--- config.mk ---
export PLATFORM = sky130hd
export DESIGN_NAME = alu_shift_seq_flat
export DESIGN_NICKNAME = d
export VERILOG_FILES = /design/src/rtl/alu_shift_seq_if.sv /design/src/rtl/alu_shift_seq.sv /design/src/flat_wrapper.sv
export SDC_FILE = /design/constraint.sdc
export NUM_CORES = 1
export LEC_CHECK = 0
export CAP_MARGIN = 20
export CORE_MARGIN = 3
export CORE_UTILIZATION = 41
export CTS_BUF_LIST = sky130_fd_sc_hd__clkbuf_4 sky130_fd_sc_hd__clkbuf_8
export DETAILED_ROUTE_END_ITERATION = 6
export PLACE_DENSITY = 0.82
export SYNTH_ARGS = -nofsm -noshare
export SYNTH_HDL_FRONTEND = slang
export SYNTH_SLANG_ARGS = --single-unit
--- constraint.sdc ---
create_clock -name clk -period 1.5 [get_ports clk]
set_input_delay 0.15 -clock clk [delete_from_list [all_inputs] [get_ports clk]]
set_output_delay 0.15 -clock clk [all_outputs]
set_load 0.05 [all_outputs]
--- src/rtl/alu_shift_seq_if.sv ---
// Bundles the request, response and ALU-side signals of the shift/rotate
// micro-sequencer. The slave modport is the sequencer; the master modport is
// its environment (instruction decoder, response consumer and ALU).
interface alu_shift_seq_if;
  // request from the decoder
  logic       req_valid;
  logic       req_ready;
  logic [2:0] req_op;
  logic [7:0] req_data;
  logic       req_cy;
  logic       flush;

  // ALU operand and control lines
  logic [7:0] alu_op;
  logic       alu_si;
  logic [1:0] alu_sh;
  logic [1:0] alu_oe;
  logic       alu_la;
  logic       alu_lb;
  logic       alu_r;
  logic       alu_s;
  logic       alu_v;
  logic       alu_ne;
  logic       alu_ci;
  logic       alu_l;
  logic       alu_h;

  // ALU results
  logic [7:0] alu_result;
  logic       alu_zero;
  logic       alu_shift_dbl;

  // response to the consumer
  logic       rsp_valid;
  logic       rsp_ready;
  logic [7:0] rsp_data;
  logic [3:0] rsp_flags;
  logic       rsp_err;
  logic       busy;

  modport slave (
    input  req_valid, req_op, req_data, req_cy, flush,
    input  alu_result, alu_zero, alu_shift_dbl,
    input  rsp_ready,
    output req_ready,
    output alu_op, alu_si, alu_sh, alu_oe, alu_la, alu_lb,
    output alu_r, alu_s, alu_v, alu_ne, alu_ci, alu_l, alu_h,
    output rsp_valid, rsp_data, rsp_flags, rsp_err, busy
  );

  modport master (
    output req_valid, req_op, req_data, req_cy, flush,
    output alu_result, alu_zero, alu_shift_dbl,
    output rsp_ready,
    input  req_ready,
    input  alu_op, alu_si, alu_sh, alu_oe, alu_la, alu_lb,
    input  alu_r, alu_s, alu_v, alu_ne, alu_ci, alu_l, alu_h,
    input  rsp_valid, rsp_data, rsp_flags, rsp_err, busy
  );
endinterface

--- src/rtl/alu_shift_seq.sv ---
// Micro-sequencer for the CB-prefix shift/rotate group. Runs one request at a
// time through the shared ALU as SETUP -> SHIFT -> RESULT, captures the ALU
// result and carry-out, and returns them over a valid/ready response port.
// The shift itself is done entirely by the ALU; this block only sequences it.
module alu_shift_seq (
  input  logic           clk,
  input  logic           reset,
  alu_shift_seq_if.slave bus
);

  // shared ALU header encodings
  localparam logic [1:0] NO_SH  = 2'd0;
  localparam logic [1:0] L_SH   = 2'd1;
  localparam logic [1:0] R_SH   = 2'd2;
  localparam logic [1:0] NO_OE  = 2'd0;
  localparam logic [1:0] SH_OE  = 2'd1;
  localparam logic [1:0] RES_OE = 2'd2;
  localparam logic       NO_LD  = 1'b0;
  localparam logic       BUS_LD = 1'b1;

  localparam logic [2:0] OP_RLC  = 3'd0;
  localparam logic [2:0] OP_RRC  = 3'd1;
  localparam logic [2:0] OP_RL   = 3'd2;
  localparam logic [2:0] OP_RR   = 3'd3;
  localparam logic [2:0] OP_SLA  = 3'd4;
  localparam logic [2:0] OP_SRA  = 3'd5;
  localparam logic [2:0] OP_SWAP = 3'd6;
  localparam logic [2:0] OP_SRL  = 3'd7;

  typedef enum logic [2:0] {IDLE, SETUP, SHIFT, RESULT, DONE} state_t;

  typedef struct packed {
    logic [7:0] op;
    logic       si;
    logic [1:0] sh;
    logic [1:0] oe;
    logic       la;
    logic       lb;
    logic       r;
    logic       s;
    logic       v;
    logic       ne;
    logic       ci;
    logic       l;
    logic       h;
  } ctl_t;

  localparam ctl_t CTL_IDLE = '{op: 8'h00, si: 1'b0, sh: NO_SH, oe: NO_OE,
                                la: NO_LD, lb: NO_LD, r: 1'b1, s: 1'b1,
                                v: 1'b1, ne: 1'b0, ci: 1'b0, l: 1'b0, h: 1'b0};

  state_t     state_q, state_d;
  logic [2:0] op_q, op_d;
  logic [7:0] data_q, data_d;
  logic       cy_q, cy_d;
  logic       c_q, c_d;
  logic       z_q, z_d;
  logic [7:0] res_q, res_d;
  logic       err_q, err_d;
  ctl_t       ctl_q, ctl_d;
  logic       si_sel;
  logic [1:0] dir_sel;

  // state, captured operands/results and registered ALU controls
  always_ff @(posedge clk or posedge reset) begin
    if (reset) begin
      state_q <= IDLE;
      op_q    <= 3'd0;
      data_q  <= 8'h00;
      cy_q    <= 1'b0;
      c_q     <= 1'b0;
      z_q     <= 1'b0;
      res_q   <= 8'h00;
      err_q   <= 1'b0;
      ctl_q   <= CTL_IDLE;
    end else begin
      state_q <= state_d;
      op_q    <= op_d;
      data_q  <= data_d;
      cy_q    <= cy_d;
      c_q     <= c_d;
      z_q     <= z_d;
      res_q   <= res_d;
      err_q   <= err_d;
      ctl_q   <= ctl_d;
    end
  end

  // next state: flush wins over everything, including a request in IDLE
  always_comb begin
    state_d = state_q;
    if (bus.flush) begin
      state_d = IDLE;
    end else begin
      case (state_q)
        IDLE:    if (bus.req_valid) state_d = (bus.req_op == OP_SWAP) ? DONE : SETUP;
        SETUP:   state_d = SHIFT;
        SHIFT:   state_d = RESULT;
        RESULT:  state_d = DONE;
        DONE:    if (bus.rsp_ready) state_d = IDLE;
        default: state_d = IDLE;
      endcase
    end
  end

  // request latch and response capture; a flush discards the response
  always_comb begin
    op_d   = op_q;
    data_d = data_q;
    cy_d   = cy_q;
    c_d    = c_q;
    z_d    = z_q;
    res_d  = res_q;
    err_d  = err_q;
    if (bus.flush) begin
      c_d   = 1'b0;
      z_d   = 1'b0;
      res_d = 8'h00;
      err_d = 1'b0;
    end else begin
      case (state_q)
        IDLE: begin
          if (bus.req_valid) begin
            op_d   = bus.req_op;
            data_d = bus.req_data;
            cy_d   = bus.req_cy;
            c_d    = 1'b0;
            z_d    = 1'b0;
            res_d  = 8'h00;
            err_d  = (bus.req_op == OP_SWAP);
          end
        end
        SHIFT:   c_d = bus.alu_shift_dbl;
        RESULT: begin
          res_d = bus.alu_result;
          z_d   = bus.alu_zero;
        end
        default: ;
      endcase
    end
  end

  // ALU control vector decoded from the upcoming state so it is a clean
  // register output for the whole cycle of that state
  always_comb begin
    si_sel  = 1'b0;
    dir_sel = R_SH;
    case (op_q)
      OP_RLC:  begin si_sel = data_q[7]; dir_sel = L_SH; end
      OP_RRC:  begin si_sel = data_q[0]; dir_sel = R_SH; end
      OP_RL:   begin si_sel = cy_q;      dir_sel = L_SH; end
      OP_RR:   begin si_sel = cy_q;      dir_sel = R_SH; end
      OP_SLA:  begin si_sel = 1'b0;      dir_sel = L_SH; end
      OP_SRA:  begin si_sel = data_q[7]; dir_sel = R_SH; end
      OP_SRL:  begin si_sel = 1'b0;      dir_sel = R_SH; end
      default: begin si_sel = 1'b0;      dir_sel = R_SH; end
    endcase

    ctl_d = CTL_IDLE;
    case (state_d)
      SHIFT: begin
        ctl_d.op = data_q;
        ctl_d.si = si_sel;
        ctl_d.sh = dir_sel;
        ctl_d.oe = SH_OE;
        ctl_d.la = BUS_LD;
        ctl_d.lb = BUS_LD;
        ctl_d.l  = 1'b1;
      end
      RESULT: begin
        ctl_d.oe = RES_OE;
        ctl_d.h  = 1'b1;
      end
      default: ;
    endcase
  end

  assign bus.alu_op    = ctl_q.op;
  assign bus.alu_si    = ctl_q.si;
  assign bus.alu_sh    = ctl_q.sh;
  assign bus.alu_oe    = ctl_q.oe;
  assign bus.alu_la    = ctl_q.la;
  assign bus.alu_lb    = ctl_q.lb;
  assign bus.alu_r     = ctl_q.r;
  assign bus.alu_s     = ctl_q.s;
  assign bus.alu_v     = ctl_q.v;
  assign bus.alu_ne    = ctl_q.ne;
  assign bus.alu_ci    = ctl_q.ci;
  assign bus.alu_l     = ctl_q.l;
  assign bus.alu_h     = ctl_q.h;

  assign bus.req_ready = (state_q == IDLE);
  assign bus.busy      = (state_q != IDLE);
  assign bus.rsp_valid = (state_q == DONE);
  assign bus.rsp_data  = res_q;
  assign bus.rsp_flags = {z_q, 1'b0, 1'b0, c_q};   // {Z,N,H,C}
  assign bus.rsp_err   = err_q;

endmodule
--- src/flat_wrapper.sv ---
// flat-port wrapper written by rule: the top's interface ports become plain ports
module alu_shift_seq_flat 
  (clk, reset, bus_req_valid, bus_req_op, bus_req_data, bus_req_cy, bus_flush, bus_alu_result, bus_alu_zero, bus_alu_shift_dbl, bus_rsp_ready, bus_req_ready, bus_alu_op, bus_alu_si, bus_alu_sh, bus_alu_oe, bus_alu_la, bus_alu_lb, bus_alu_r, bus_alu_s, bus_alu_v, bus_alu_ne, bus_alu_ci, bus_alu_l, bus_alu_h, bus_rsp_valid, bus_rsp_data, bus_rsp_flags, bus_rsp_err, bus_busy);
  alu_shift_seq_if bus_i ();
  input  logic clk;
  input  logic reset;
  input wire logic [$bits(bus_i.req_valid)-1:0] bus_req_valid;
  input wire logic [$bits(bus_i.req_op)-1:0] bus_req_op;
  input wire logic [$bits(bus_i.req_data)-1:0] bus_req_data;
  input wire logic [$bits(bus_i.req_cy)-1:0] bus_req_cy;
  input wire logic [$bits(bus_i.flush)-1:0] bus_flush;
  input wire logic [$bits(bus_i.alu_result)-1:0] bus_alu_result;
  input wire logic [$bits(bus_i.alu_zero)-1:0] bus_alu_zero;
  input wire logic [$bits(bus_i.alu_shift_dbl)-1:0] bus_alu_shift_dbl;
  input wire logic [$bits(bus_i.rsp_ready)-1:0] bus_rsp_ready;
  output wire logic [$bits(bus_i.req_ready)-1:0] bus_req_ready;
  output wire logic [$bits(bus_i.alu_op)-1:0] bus_alu_op;
  output wire logic [$bits(bus_i.alu_si)-1:0] bus_alu_si;
  output wire logic [$bits(bus_i.alu_sh)-1:0] bus_alu_sh;
  output wire logic [$bits(bus_i.alu_oe)-1:0] bus_alu_oe;
  output wire logic [$bits(bus_i.alu_la)-1:0] bus_alu_la;
  output wire logic [$bits(bus_i.alu_lb)-1:0] bus_alu_lb;
  output wire logic [$bits(bus_i.alu_r)-1:0] bus_alu_r;
  output wire logic [$bits(bus_i.alu_s)-1:0] bus_alu_s;
  output wire logic [$bits(bus_i.alu_v)-1:0] bus_alu_v;
  output wire logic [$bits(bus_i.alu_ne)-1:0] bus_alu_ne;
  output wire logic [$bits(bus_i.alu_ci)-1:0] bus_alu_ci;
  output wire logic [$bits(bus_i.alu_l)-1:0] bus_alu_l;
  output wire logic [$bits(bus_i.alu_h)-1:0] bus_alu_h;
  output wire logic [$bits(bus_i.rsp_valid)-1:0] bus_rsp_valid;
  output wire logic [$bits(bus_i.rsp_data)-1:0] bus_rsp_data;
  output wire logic [$bits(bus_i.rsp_flags)-1:0] bus_rsp_flags;
  output wire logic [$bits(bus_i.rsp_err)-1:0] bus_rsp_err;
  output wire logic [$bits(bus_i.busy)-1:0] bus_busy;
  assign bus_i.req_valid = bus_req_valid;
  assign bus_i.req_op = bus_req_op;
  assign bus_i.req_data = bus_req_data;
  assign bus_i.req_cy = bus_req_cy;
  assign bus_i.flush = bus_flush;
  assign bus_i.alu_result = bus_alu_result;
  assign bus_i.alu_zero = bus_alu_zero;
  assign bus_i.alu_shift_dbl = bus_alu_shift_dbl;
  assign bus_i.rsp_ready = bus_rsp_ready;
  assign bus_req_ready = bus_i.req_ready;
  assign bus_alu_op = bus_i.alu_op;
  assign bus_alu_si = bus_i.alu_si;
  assign bus_alu_sh = bus_i.alu_sh;
  assign bus_alu_oe = bus_i.alu_oe;
  assign bus_alu_la = bus_i.alu_la;
  assign bus_alu_lb = bus_i.alu_lb;
  assign bus_alu_r = bus_i.alu_r;
  assign bus_alu_s = bus_i.alu_s;
  assign bus_alu_v = bus_i.alu_v;
  assign bus_alu_ne = bus_i.alu_ne;
  assign bus_alu_ci = bus_i.alu_ci;
  assign bus_alu_l = bus_i.alu_l;
  assign bus_alu_h = bus_i.alu_h;
  assign bus_rsp_valid = bus_i.rsp_valid;
  assign bus_rsp_data = bus_i.rsp_data;
  assign bus_rsp_flags = bus_i.rsp_flags;
  assign bus_rsp_err = bus_i.rsp_err;
  assign bus_busy = bus_i.busy;
  alu_shift_seq u_core (.clk(clk), .reset(reset), .bus(bus_i));
endmodule
* Word-level counts from Yosys, hierarchy flattened
Index checks and enable logic that the tools add are counted.
** Word-level totals
- Register bits :: 43
- Output and inout bits :: 38
** Cells by class
- Bitwise operators :: 1
- Muxes and demuxes :: 23
- Equal/unequal tests :: 13
- Reductions and logical operators :: 14
** Operators with widths (number)
- $eq 3x2->1 const B :: 6
- $mux 8 :: 2
- $pmux 8 s2 :: 1
- $pmux 3 s5 :: 1
- $eq 3x3->1 const B :: 4
- $mux 3 :: 4
- $mux 11 :: 1
- $reduce_bool 3->1 :: 3
- $mux 1 :: 8
- $eq 3x1->1 const B :: 2
- $logic_not 3->1 :: 2
- $reduce_and 2->1 :: 3
- $mux 2 :: 2
- $pmux 1 s2 :: 2
- $pmux 2 s2 :: 1
- $reduce_bool 2->1 :: 2
- $reduce_or 2->1 :: 2
- $ne 3x3->1 const B :: 1
- $pmux 1 s3 :: 1
- $reduce_and 3->1 :: 1
- $reduce_or 3->1 :: 1
- $not 1->1 :: 1

* Longest topological paths before layout
Gate-level depths: netlist of the first run.
- Depth in word-level cells :: 7
- Gate-level depth with buffers :: 4

* Worst setup path after synthesis of the first run
No wires, ideal clock.
- Path type :: reg-to-reg
- Start :: reg u_core.state_q[1]
- End :: reg u_core.state_q[2]
- Required time :: 1.434 ns
- Setup time :: 0.066 ns
- Path slack :: -0.665 ns
- Data arrival time :: 2.100 ns
- Cell stages (with the launch flop) :: 5
- Cell sequence :: dfrtp_1 > clkbuf_1 > nor3b_1 > nor2b_1 > o31a_1
** Between the ends
- Longest elaborated chain between the ends :: 3
- Elaborated cells on any way between the ends :: 7
- Those cells by class :: eq/ne: 4; mux: 2; reduce/logical: 1
** Ends and longest elaborated chain
- from (decl) :: RTL line alu_shift_seq.sv:52 : state_t state_q, state_d;
- from (signal assigned) :: RTL line alu_shift_seq.sv:77 : state_q <= state_d;
- $eq 3x3->1
- via bus_rsp_valid :: RTL line flat_wrapper.sv:30 : output wire logic [$bits(bus_i.rsp_valid)-1:0] bus_rsp_valid;
- $pmux 3 s5 :: RTL line alu_shift_seq.sv:95 : case (state_q)
- $mux 3 :: RTL line alu_shift_seq.sv:92 : if (bus.flush) begin
- via u_core.state_d[2] :: RTL line alu_shift_seq.sv:52
The timed path passes the listed nets, and every way through them passes these cells.
A chain may end at the register's enable or synchronous reset.

* Worst setup path in the final report of the first run
- Start :: reg u_core.state_q[0]
- End :: reg u_core.data_q[1]
** Between the ends
- Longest elaborated chain between the ends :: 2
** Ends and longest elaborated chain
- $logic_not 3->1 :: RTL line alu_shift_seq.sv:121 : case (state_q)
- $reduce_and 3->1 (no source line)
- to (signal assigned) :: RTL line alu_shift_seq.sv:79 : data_q <= data_d;
- to (decl) :: RTL line alu_shift_seq.sv:54 : logic [7:0] data_q, data_d;
No other way between the ends.

==> results.json, run 1 <==
{
  "status": "finished, violations left",
  "failed_checks": "setup timing",
  "cts_root_buf": "clkbuf_8",
  "cts_buffers": 5,
  "clock.fmax_mhz": 602.8,
  "area_delta_synth_final_pct": 45.78,
  "layout_commonest_cell": "dfrtp_1",
  "track_usage_pct": 15.48,
  "critPathCaptureType": "register",
  "peakVddDrop_uv": 565.0,
  "start_kind": "register",
  "synth_area_um2": 1705,
  "n_antenna_cell": 0,
  "vias": 1176,
  "instances_no_fill": 242,
  "pre_cts_ws_ns": -0.4038,
  "ys_seq_area_share_pct": 58.69,
  "maxCapViolations": 0,
  "hold_buffers": 0,
  "rsz0062_at_grt": "true",
  "ys_ff_latch": 40,
  "drc": 0,
  "numClockSinks": 40,
  "hold_class": "primary input to async pin",
  "cp-startpoint": "u_core.state_q[0]",
  "globalplace.congestion": 0.7863,
  "filler_cell_count": 276,
  "relSlewSlack_pct": 60.31,
  "viasPerCell": 4.860,
  "routedWlPerCell_um": 15.05,
  "fin_nets": 220,
  "fin_ws_ns": -0.1590,
  "clk-insertion-delay-late_ns": 0.29,
  "cp.required_ns": 1.68,
  "async_flop_share_pct": 100.0,
  "total_power_mw": 3.088,
  "place.port_buffers": 57,
  "power.density_nw_per_um2": 1242,
  "clock-skew-final_ns": 0.004440,
  "ioPinCount": 65,
  "worstPathMaxFanout": 8,
  "dpl.cell_count": 228,
  "drv_slew": 0,
  "avgSynthCellArea_um2": 13.53,
  "rr_startpoint": "u_core.state_q[0]",
  "wirelength_um": 3643,
  "final_cell_mix": "dfrtp_1 (40), buf_4 (38), clkdlybuf4s50_1 (26)",
  "crit_arrival_ns": 1.84,
  "grt_overflow": 0,
  "grt_max_degree": 41,
  "clockBufferDepth": 2,
  "fp.dieW_um": 70.50,
  "h-tree-depth": 2,
  "core_area_um2": 3826,
  "dp_hpwl_um": 2586,
  "multiInputGateArea_um2": 610.6,
  "ant_nets": 0,
  "worst_slew_pin_slew_ns": 0.5922,
  "synth_cell_types": 35,
  "synth_edf_count": 0,
  "p_leak_nw": 1.214,
  "hold_viol": 0,
  "postLayoutCellArea_um2": 2486,
  "die_area_um2": 4970,
  "first_iter_violations": 68,
  "setup_viol": 24,
  "min_period_ns": 1.659,
  "placedInstanceArea_um2": 2272,
  "floorplan.initialDensity_pct": 44.57,
  "ys_warn_count": 0,
  "dr.pass1.iters": 4,
  "grt_pass1_wl_um": 5927,
  "drive_gt1_share_pct": 39.69,
  "die_h_um": 70.50,
  "finalCritPeriodShare_pct": 110.6,
  "synth_cells": 126,
  "antenna_found_initial": 0,
  "worst-setup-path-type": "register to register",
  "rows": 22,
  "cts.reportedPaths.clkPinSlew_ns": 0.07,
  "cts_tree": "built",
  "synth_ff_type": "dfrtp_1",
  "seqCellArea_um2": 1001,
  "grt_pass1_vias": 1259
}
[metal layers]
layer / up-vias / wire length, um / global-route usage [%]
met4: 0 / 90 / 7.021
li1: 548 / - / -
met1: 571 / 1474 / 17.73
met2: 49 / 1801 / 25.99
met5: - / 0 / 0
met3: 8 / 276 / 5.180
[flip-flops by register name, summed over array words and instances (netlist names)]
name	flops
u_core.bus.alu_h	1
u_core.bus.alu_l	1
u_core.bus.alu_oe	1
u_core.bus.alu_op	8
u_core.bus.alu_sh	2
u_core.bus.alu_si	1
u_core.bus.rsp_data	8
u_core.bus.rsp_err	1
u_core.c_q	1
u_core.cy_q	1
u_core.data_q	8
u_core.op_q	3
u_core.state_q	3
u_core.z_q	1
[where the power goes]
group	internal (mW)	leakage, nW	switching, mW
sequential	1.21	0.528	0.0955
clock	0.586	0.0645	0.357
combinational	0.410	0.622	0.426
[synthesized netlist by cell type (2+ instances only)]
cell type,number,area share [%]
a21oi_1,3,0.88
nor2_1,4,0.88
nand3b_1,3,1.3
buf_2,2,0.59
mux2_4,10,8.8
mux2_1,2,1.3
inv_1,3,0.66
buf_4,13,5.7
nor4b_1,2,1.0
xnor2_1,2,1.0
dfrtp_1,40,59
conb_1,2,0.44
and2_1,9,3.3
a22o_1,9,4.6
nand2_1,2,0.44
[cells by family (layout without fill, tap and decap cells)]
| group | Yosys count | count (layout) | synth area share, % |
|---|---|---|---|
| multiplexers | 12 | 12 | 10.12 |
| buffers and inverters | 21 | 84 | 8.583 |
| XOR/XNOR | 2 | 2 | 1.027 |
| other | 2 | 7 | 0.4404 |
| AO/OA/AOI/OAI | 16 | 16 | 7.263 |
| AND/OR/NAND/NOR | 33 | 33 | 13.87 |
| flip-flops | 40 | 40 | 58.69 |
[what timing repair did]
action / in CTS / in global routing
buffers inserted: 3 / 2
pin swaps: 2 / 3
setup endpoints to repair: 33 / 33
cloned: 1 / 0
endpoints found under the hold margin: 0 / 0
resized for setup: 4 / 5
[layout make-up]
cell class	count	share of cell area [%]
repair inverters	1	0.3020
multi-input cells	70	24.56
well taps	48	2.416
repair buffers	71	26.52
flip-flops and latches	40	40.26
inverters	4	0.8556
clock inverters	1	1.208
clock buffers	7	3.875
[worst max-delay path: stages, from the launching register on]
cell     delay [ns]
dfrtp_1        0.38
or4b_4         0.58
nor2_8         0.13
buf_12         0.14
mux2_4         0.30
[per-stage QoR]
step	hold slack, ns	util, %	TNS [ns]
floorplan	0.2831	-	-1.463
global placement	0.4752	59.39	-7.796
detailed placement	0.4786	59.39	-8.672
CTS	0.2153	64.19	-3.218
global route	0.2432	64.98	-4.076
finish	0.2139	64.98	-3.128
[worst paths after layout]
kind | depth (start not counted) | end | slack, ns
worst max-delay path | 4 | u_core.data_q[1] | -0.16
worst min-delay path | 3 | u_core.bus.alu_sh[0] | 0.21
worst max register to register | 4 | u_core.data_q[1] | -0.16
worst min register to register | 1 | u_core.bus.alu_op[6] | 0.50
max in group asynchronous | 3 | u_core.bus.alu_op[4] | 1.10
min in group clk | 2 | u_core.data_q[2] | 0.47
No activity file was read; power rests on OpenSTA's default activity.
==> inputs of run 2 (changes only) <==
--- a/config.mk
+++ b/config.mk
@@ -6,11 +6,10 @@
 export NUM_CORES = 1
 export LEC_CHECK = 0
 export CAP_MARGIN = 20
-export CORE_MARGIN = 3
-export CORE_UTILIZATION = 41
+export CORE_UTILIZATION = 31
 export CTS_BUF_LIST = sky130_fd_sc_hd__clkbuf_4 sky130_fd_sc_hd__clkbuf_8
 export DETAILED_ROUTE_END_ITERATION = 6
-export PLACE_DENSITY = 0.82
+export PLACE_DENSITY = 0.66
 export SYNTH_ARGS = -nofsm -noshare
 export SYNTH_HDL_FRONTEND = slang
 export SYNTH_SLANG_ARGS = --single-unit
==> run 2 against run 1 <==
  * Utilization down 17 points
  * Cell count increased by 8.7%
  * Maximum frequency decreased by 1.7%
  * Critical path type unchanged
  * The run still ends with setup timing left
  * Routed wire length decreased by 6.8%
  * Largest cell class unchanged
  * Clock power down 28%
==> results.json, run 2 (synthesis results as in run 1) <==
{
  "status": "finished, violations left",
  "failed_checks": "setup timing",
  "globalplace.congestion": 0.7291,
  "viasPerCell": 4.392,
  "dp_hpwl_um": 2272,
  "floorplan.initialDensity_pct": 32.76,
  "slowest_stage": "or4b_4",
  "clock.fmax_mhz": 592.2,
  "peakVddDrop_uv": 448.3,
  "clock-skew-final_ns": 0.007101,
  "grt_pass1_vias": 1049,
  "setup_viol": 29,
  "hold_buffers": 0,
  "antenna_found_initial": 0,
  "crit_chain": "or4b_4, nor2_4, mux2_4",
  "cts_root_buf": "clkbuf_8",
  "drv_slew": 0,
  "p_leak_nw": 1.195,
  "fin_nets": 220,
  "first_iter_violations": 33,
  "core_area_um2": 5205,
  "clockBufferDepth": 2,
  "critPathCaptureType": "register",
  "h-tree-depth": 2,
  "dr.pass1.iters": 4,
  "grt_max_degree": 41,
  "ant_nets": 0,
  "cts.reportedPaths.clkPinSlew_ns": 0.07,
  "ioPinCount": 65,
  "start_kind": "register",
  "drc": 0,
  "fin_ws_ns": -0.1885,
  "numClockSinks": 40,
  "whs_ns": 0.2138,
  "clk-insertion-delay-late_ns": 0.29,
  "placedInstanceArea_um2": 2285,
  "rsz0062_at_grt": "true",
  "rows": 26,
  "filler_cell_count": 480,
  "worstPathMaxFanout": 6,
  "layout_commonest_cell": "dfrtp_1",
  "crit_arrival_ns": 1.86,
  "finalCritPeriodShare_pct": 112.6,
  "cp.required_ns": 1.67,
  "drive_gt1_share_pct": 40.93,
  "relSlewSlack_pct": 56.88,
  "maxCapViolations": 0,
  "hold_class": "primary input to async pin",
  "pre_cts_ws_ns": -0.4186,
  "min_period_ns": 1.689,
  "grt_pass1_wl_um": 5354,
  "area_delta_synth_final_pct": 45.27,
  "crit_buf_inv": 0,
  "crit_family": "simple AND/OR/NAND/NOR gates",
  "cts_tree": "built",
  "die_h_um": 76.17,
  "cts_buffers": 5,
  "track_usage_pct": 12.21,
  "postLayoutCellArea_um2": 2477,
  "wirelength_um": 3397,
  "total_power_mw": 2.829,
  "place.port_buffers": 57,
  "worst-setup-path-type": "register to register",
  "routedWlPerCell_um": 12.92,
  "vias": 1155,
  "fp.dieW_um": 76.17,
  "grt_overflow": 0,
  "worst_slew_pin_slew_ns": 0.6440,
  "die_area_um2": 5802,
  "hold_viol": 0,
  "power.density_nw_per_um2": 1142,
  "finalSetupTns_ns": -2.564,
  "final_cell_mix": "dfrtp_1 (40), buf_4 (35), clkdlybuf4s50_1 (26)",
  "slowest_delay_ns": 0.61,
  "n_antenna_cell": 0
}
## run 2: power breakdown
part	internal (mW)	switching, mW	leakage (nW)
logic	0.423	0.426	0.622
registers	1.21	0.0883	0.528
clock network	0.334	0.345	0.0445
total	1.97	0.859	1.19
## run 2: area by class of cell
class,count,area (um2),share of cell area (%)
flip-flops and latches,40,1001,40.40
repair inverters,1,7.507,0.3030
multi-input cells,71,628.1,25.35
clock inverters,1,5.005,0.2020
clock buffers,6,76.32,3.081
repair buffers,70,650.6,26.26
well taps,70,87.58,3.535
inverters,4,21.27,0.8586
## run 2: through the flow
stage	util (%)	std cells
after floorplan	-	131
after global placement	43.89	248
after detailed placement	43.89	248
after CTS	46.68	261
after global routing	47.60	263
final	47.60	263
## run 2: path summary, 6_finish.rpt
kind	slack, ns	end	cells after the start	from
setup / recovery	-0.19	u_core.op_q[2]	3	u_core.state_q[2]
hold / removal	0.21	u_core.z_q	3	reset
hold reg to reg	0.48	u_core.bus.alu_op[6]	1	u_core.data_q[6]
max in group asynchronous	1.09	u_core.op_q[2]	3	reset
min in group clk	0.46	u_core.bus.rsp_data[3]	2	bus_alu_result[3]
setup reg to reg	-0.19	u_core.op_q[2]	3	u_core.state_q[2]
## run 2: what timing repair did
action	in CTS	in global routing
setup endpoints to repair	33	30
pin swaps	4	8
cloned	1	1
setup buffers	5	1
gates resized for setup	4	10
## run 2: tightest hold or removal path: stages
cell and delay [ns]:
clkdlybuf4s50_1 0.40, inv_1 0.09, buf_12 0.23
## run 2: metal layers
metal | vias to the layer above | track usage, % | wire length, um
met5 | - | 0 | 0
met4 | 0 | 4.615 | 56
met3 | 7 | 4.311 | 209
met2 | 43 | 18.36 | 1571
met1 | 553 | 16.13 | 1560
li1 | 552 | - | -
==> inputs of run 3 (changes only) <==
--- a/config.mk
+++ b/config.mk
@@ -5,7 +5,9 @@
 export SDC_FILE = /design/constraint.sdc
 export NUM_CORES = 1
 export LEC_CHECK = 0
+export ABC_CLOCK_PERIOD_IN_PS = 1500
 export CAP_MARGIN = 20
+export CORE_MARGIN = 5
 export CORE_UTILIZATION = 31
 export CTS_BUF_LIST = sky130_fd_sc_hd__clkbuf_4 sky130_fd_sc_hd__clkbuf_8
 export DETAILED_ROUTE_END_ITERATION = 6
==> run 3 against run 2 <==
  * The run still ends with setup timing left
  * Worst setup slack improved by 0.036 ns
  * Global-route usage decreased by 1.6 points
  * Maximum frequency increased by 2.2%
  * Total power increased by 8.2%
  * First-iteration DRC count increased by 21%
  * Cell count increased by 1.5%
  * Final area increased by 2.9%
  * Routed wire length increased by 9.8%
  * Non-clock buffer count increased by 3
  * Combinational power increased by 2%
  * Highest routed layer unchanged
==> results.json, run 3 (synthesis results as in run 1) <==
{
  "filler_cell_count": 519,
  "worstPathMaxFanout": 6,
  "cts.reportedPaths.clkPinSlew_ns": 0.08,
  "min_period_ns": 1.653,
  "setup_viol": 15,
  "n_antenna_cell": 0,
  "crit_buf_inv": 1,
  "rows": 27,
  "cts_tree": "built",
  "antenna_found_initial": 0,
  "hold_viol": 0,
  "place.port_buffers": 57,
  "postLayoutCellArea_um2": 2549,
  "failed_checks": "setup timing",
  "ioPinCount": 65,
  "maxCapViolations": 0,
  "track_usage_pct": 10.65,
  "rsz0062_at_grt": "true",
  "critPathCaptureType": "register",
  "drv_slew": 0,
  "area_delta_synth_final_pct": 49.45,
  "rr_startpoint": "u_core.state_q[0]",
  "clock.fmax_mhz": 605.1,
  "dr.pass1.iters": 4,
  "cp.required_ns": 1.68,
  "clockBufferDepth": 2,
  "final_cell_mix": "dfrtp_1 (40), buf_4 (39), clkdlybuf4s50_1 (26)",
  "globalplace.congestion": 0.6556,
  "hold_buffers": 0,
  "r2r_setup_slack_ns": -0.15,
  "routedWlPerCell_um": 13.97,
  "start_kind": "register",
  "total_power_mw": 3.061,
  "clk-insertion-delay-late_ns": 0.29,
  "p_leak_nw": 1.213,
  "hold_class": "primary input to async pin",
  "grt_pass1_wl_um": 5927,
  "drive_gt1_share_pct": 41.03,
  "finalCritPeriodShare_pct": 110.2,
  "grt_pass1_vias": 1193,
  "slowest_delay_ns": 0.59,
  "wirelength_um": 3729,
  "worst_slew_pin_slew_ns": 0.5702,
  "cts_buffers": 5,
  "die_h_um": 84.17,
  "floorplan.initialDensity_pct": 31.35,
  "power.density_nw_per_um2": 1201,
  "instances_no_fill": 267,
  "dpl.cell_count": 253,
  "cts_root_buf": "clkbuf_8",
  "layout_commonest_cell": "dfrtp_1",
  "dp_hpwl_um": 2631,
  "clock-skew-final_ns": 0.002998,
  "drc": 0,
  "relSlewSlack_pct": 61.78,
  "peakVddDrop_uv": 473.0,
  "numClockSinks": 40,
  "viasPerCell": 4.243,
  "fp.dieW_um": 84.17,
  "first_iter_violations": 40,
  "reg2reg_depth": 4,
  "crit_chain": "or4b_4, nor2_8, buf_12, mux2_4",
  "utilization_pct": 46.86,
  "fin_nets": 221,
  "die_area_um2": 7085,
  "ant_nets": 0,
  "core_area_um2": 5439,
  "vias": 1133,
  "grt_max_degree": 41,
  "crit_family": "simple AND/OR/NAND/NOR gates",
  "r2r-end": "u_core.data_q[1]",
  "grt_overflow": 0,
  "status": "finished, violations left",
  "fin_ws_ns": -0.1526,
  "placedInstanceArea_um2": 2310,
  "slowest_stage": "or4b_4",
  "crit_arrival_ns": 1.83,
  "worst-setup-path-type": "register to register",
  "h-tree-depth": 2
}
## run 3: cell count changes in the layout (fill, tap and decap cells not counted), sizes merged
cell | before | now
buf | 44 | 47
bufinv | 0 | 1
clkbuf | 6 | 5
nor2 | 6 | 5
## run 3: final cells by class
type / count / area [um2] / share of cell area (%)
multi-input cells: 70 / 634.4 / 24.89
repair buffers: 73 / 686.9 / 26.95
clock inverters: 3 / 46.29 / 1.816
clock buffers: 5 / 68.82 / 2.700
flip-flops and latches: 40 / 1001 / 39.27
well taps: 72 / 90.09 / 3.535
inverters: 4 / 21.27 / 0.8346
## run 3: through the flow
stage | TNS [ns] | setup WS [ns] | hold WS (ns)
floorplan | -1.463 | -0.1421 | 0.2831
global placement | -7.357 | -0.3808 | 0.4744
detailed placement | -7.703 | -0.4062 | 0.4651
CTS | -3.006 | -0.1760 | 0.1974
global route | -2.850 | -0.1884 | 0.2506
finish | -1.993 | -0.1526 | 0.1923
## run 3: metal layers
| layer | track usage [%] | vias to the layer above | routed length, um |
|---|---|---|---|
| li1 | - | 553 | - |
| met1 | 13.38 | 534 | 1560 |
| met2 | 16.93 | 41 | 1870 |
| met3 | 2.552 | 5 | 240 |
| met4 | 5.702 | 0 | 57 |
| met5 | 0 | - | 0 |
## run 3: worst max path at each step
stage,from,slack (ns),depth (start not counted),end
4_1_cts,u_core.state_q[2],-0.18,4,u_core.data_q[1]
5_1_grt,u_core.state_q[0],-0.19,4,u_core.op_q[0]
3_3_place_gp,bus_req_valid,-0.38,4,u_core.data_q[6]
6_report,u_core.state_q[0],-0.15,4,u_core.data_q[1]
3_5_place_dp,bus_req_valid,-0.41,4,u_core.data_q[7]
2_1_floorplan,u_core.state_q[1],-0.14,4,u_core.state_q[2]
## run 3: timing repair
item	4_1_cts	5_1_grt
setup endpoints to repair	33	29
resized for setup	3	8
pin swaps	2	4
setup buffers	5	2
## run 3: power by group
group          internal (mW)  switching, mW
combinational          0.431          0.436
clock                  0.501          0.390
sequential              1.21         0.0923
## run 3: worst register-to-register path, delay by kind of cell (launching register included)
family                 cells  cell delay [ns]
and+or+nand+nor            2             0.73
DFF                        1             0.38
muxes                      1             0.30
buffers and inverters      1             0.14
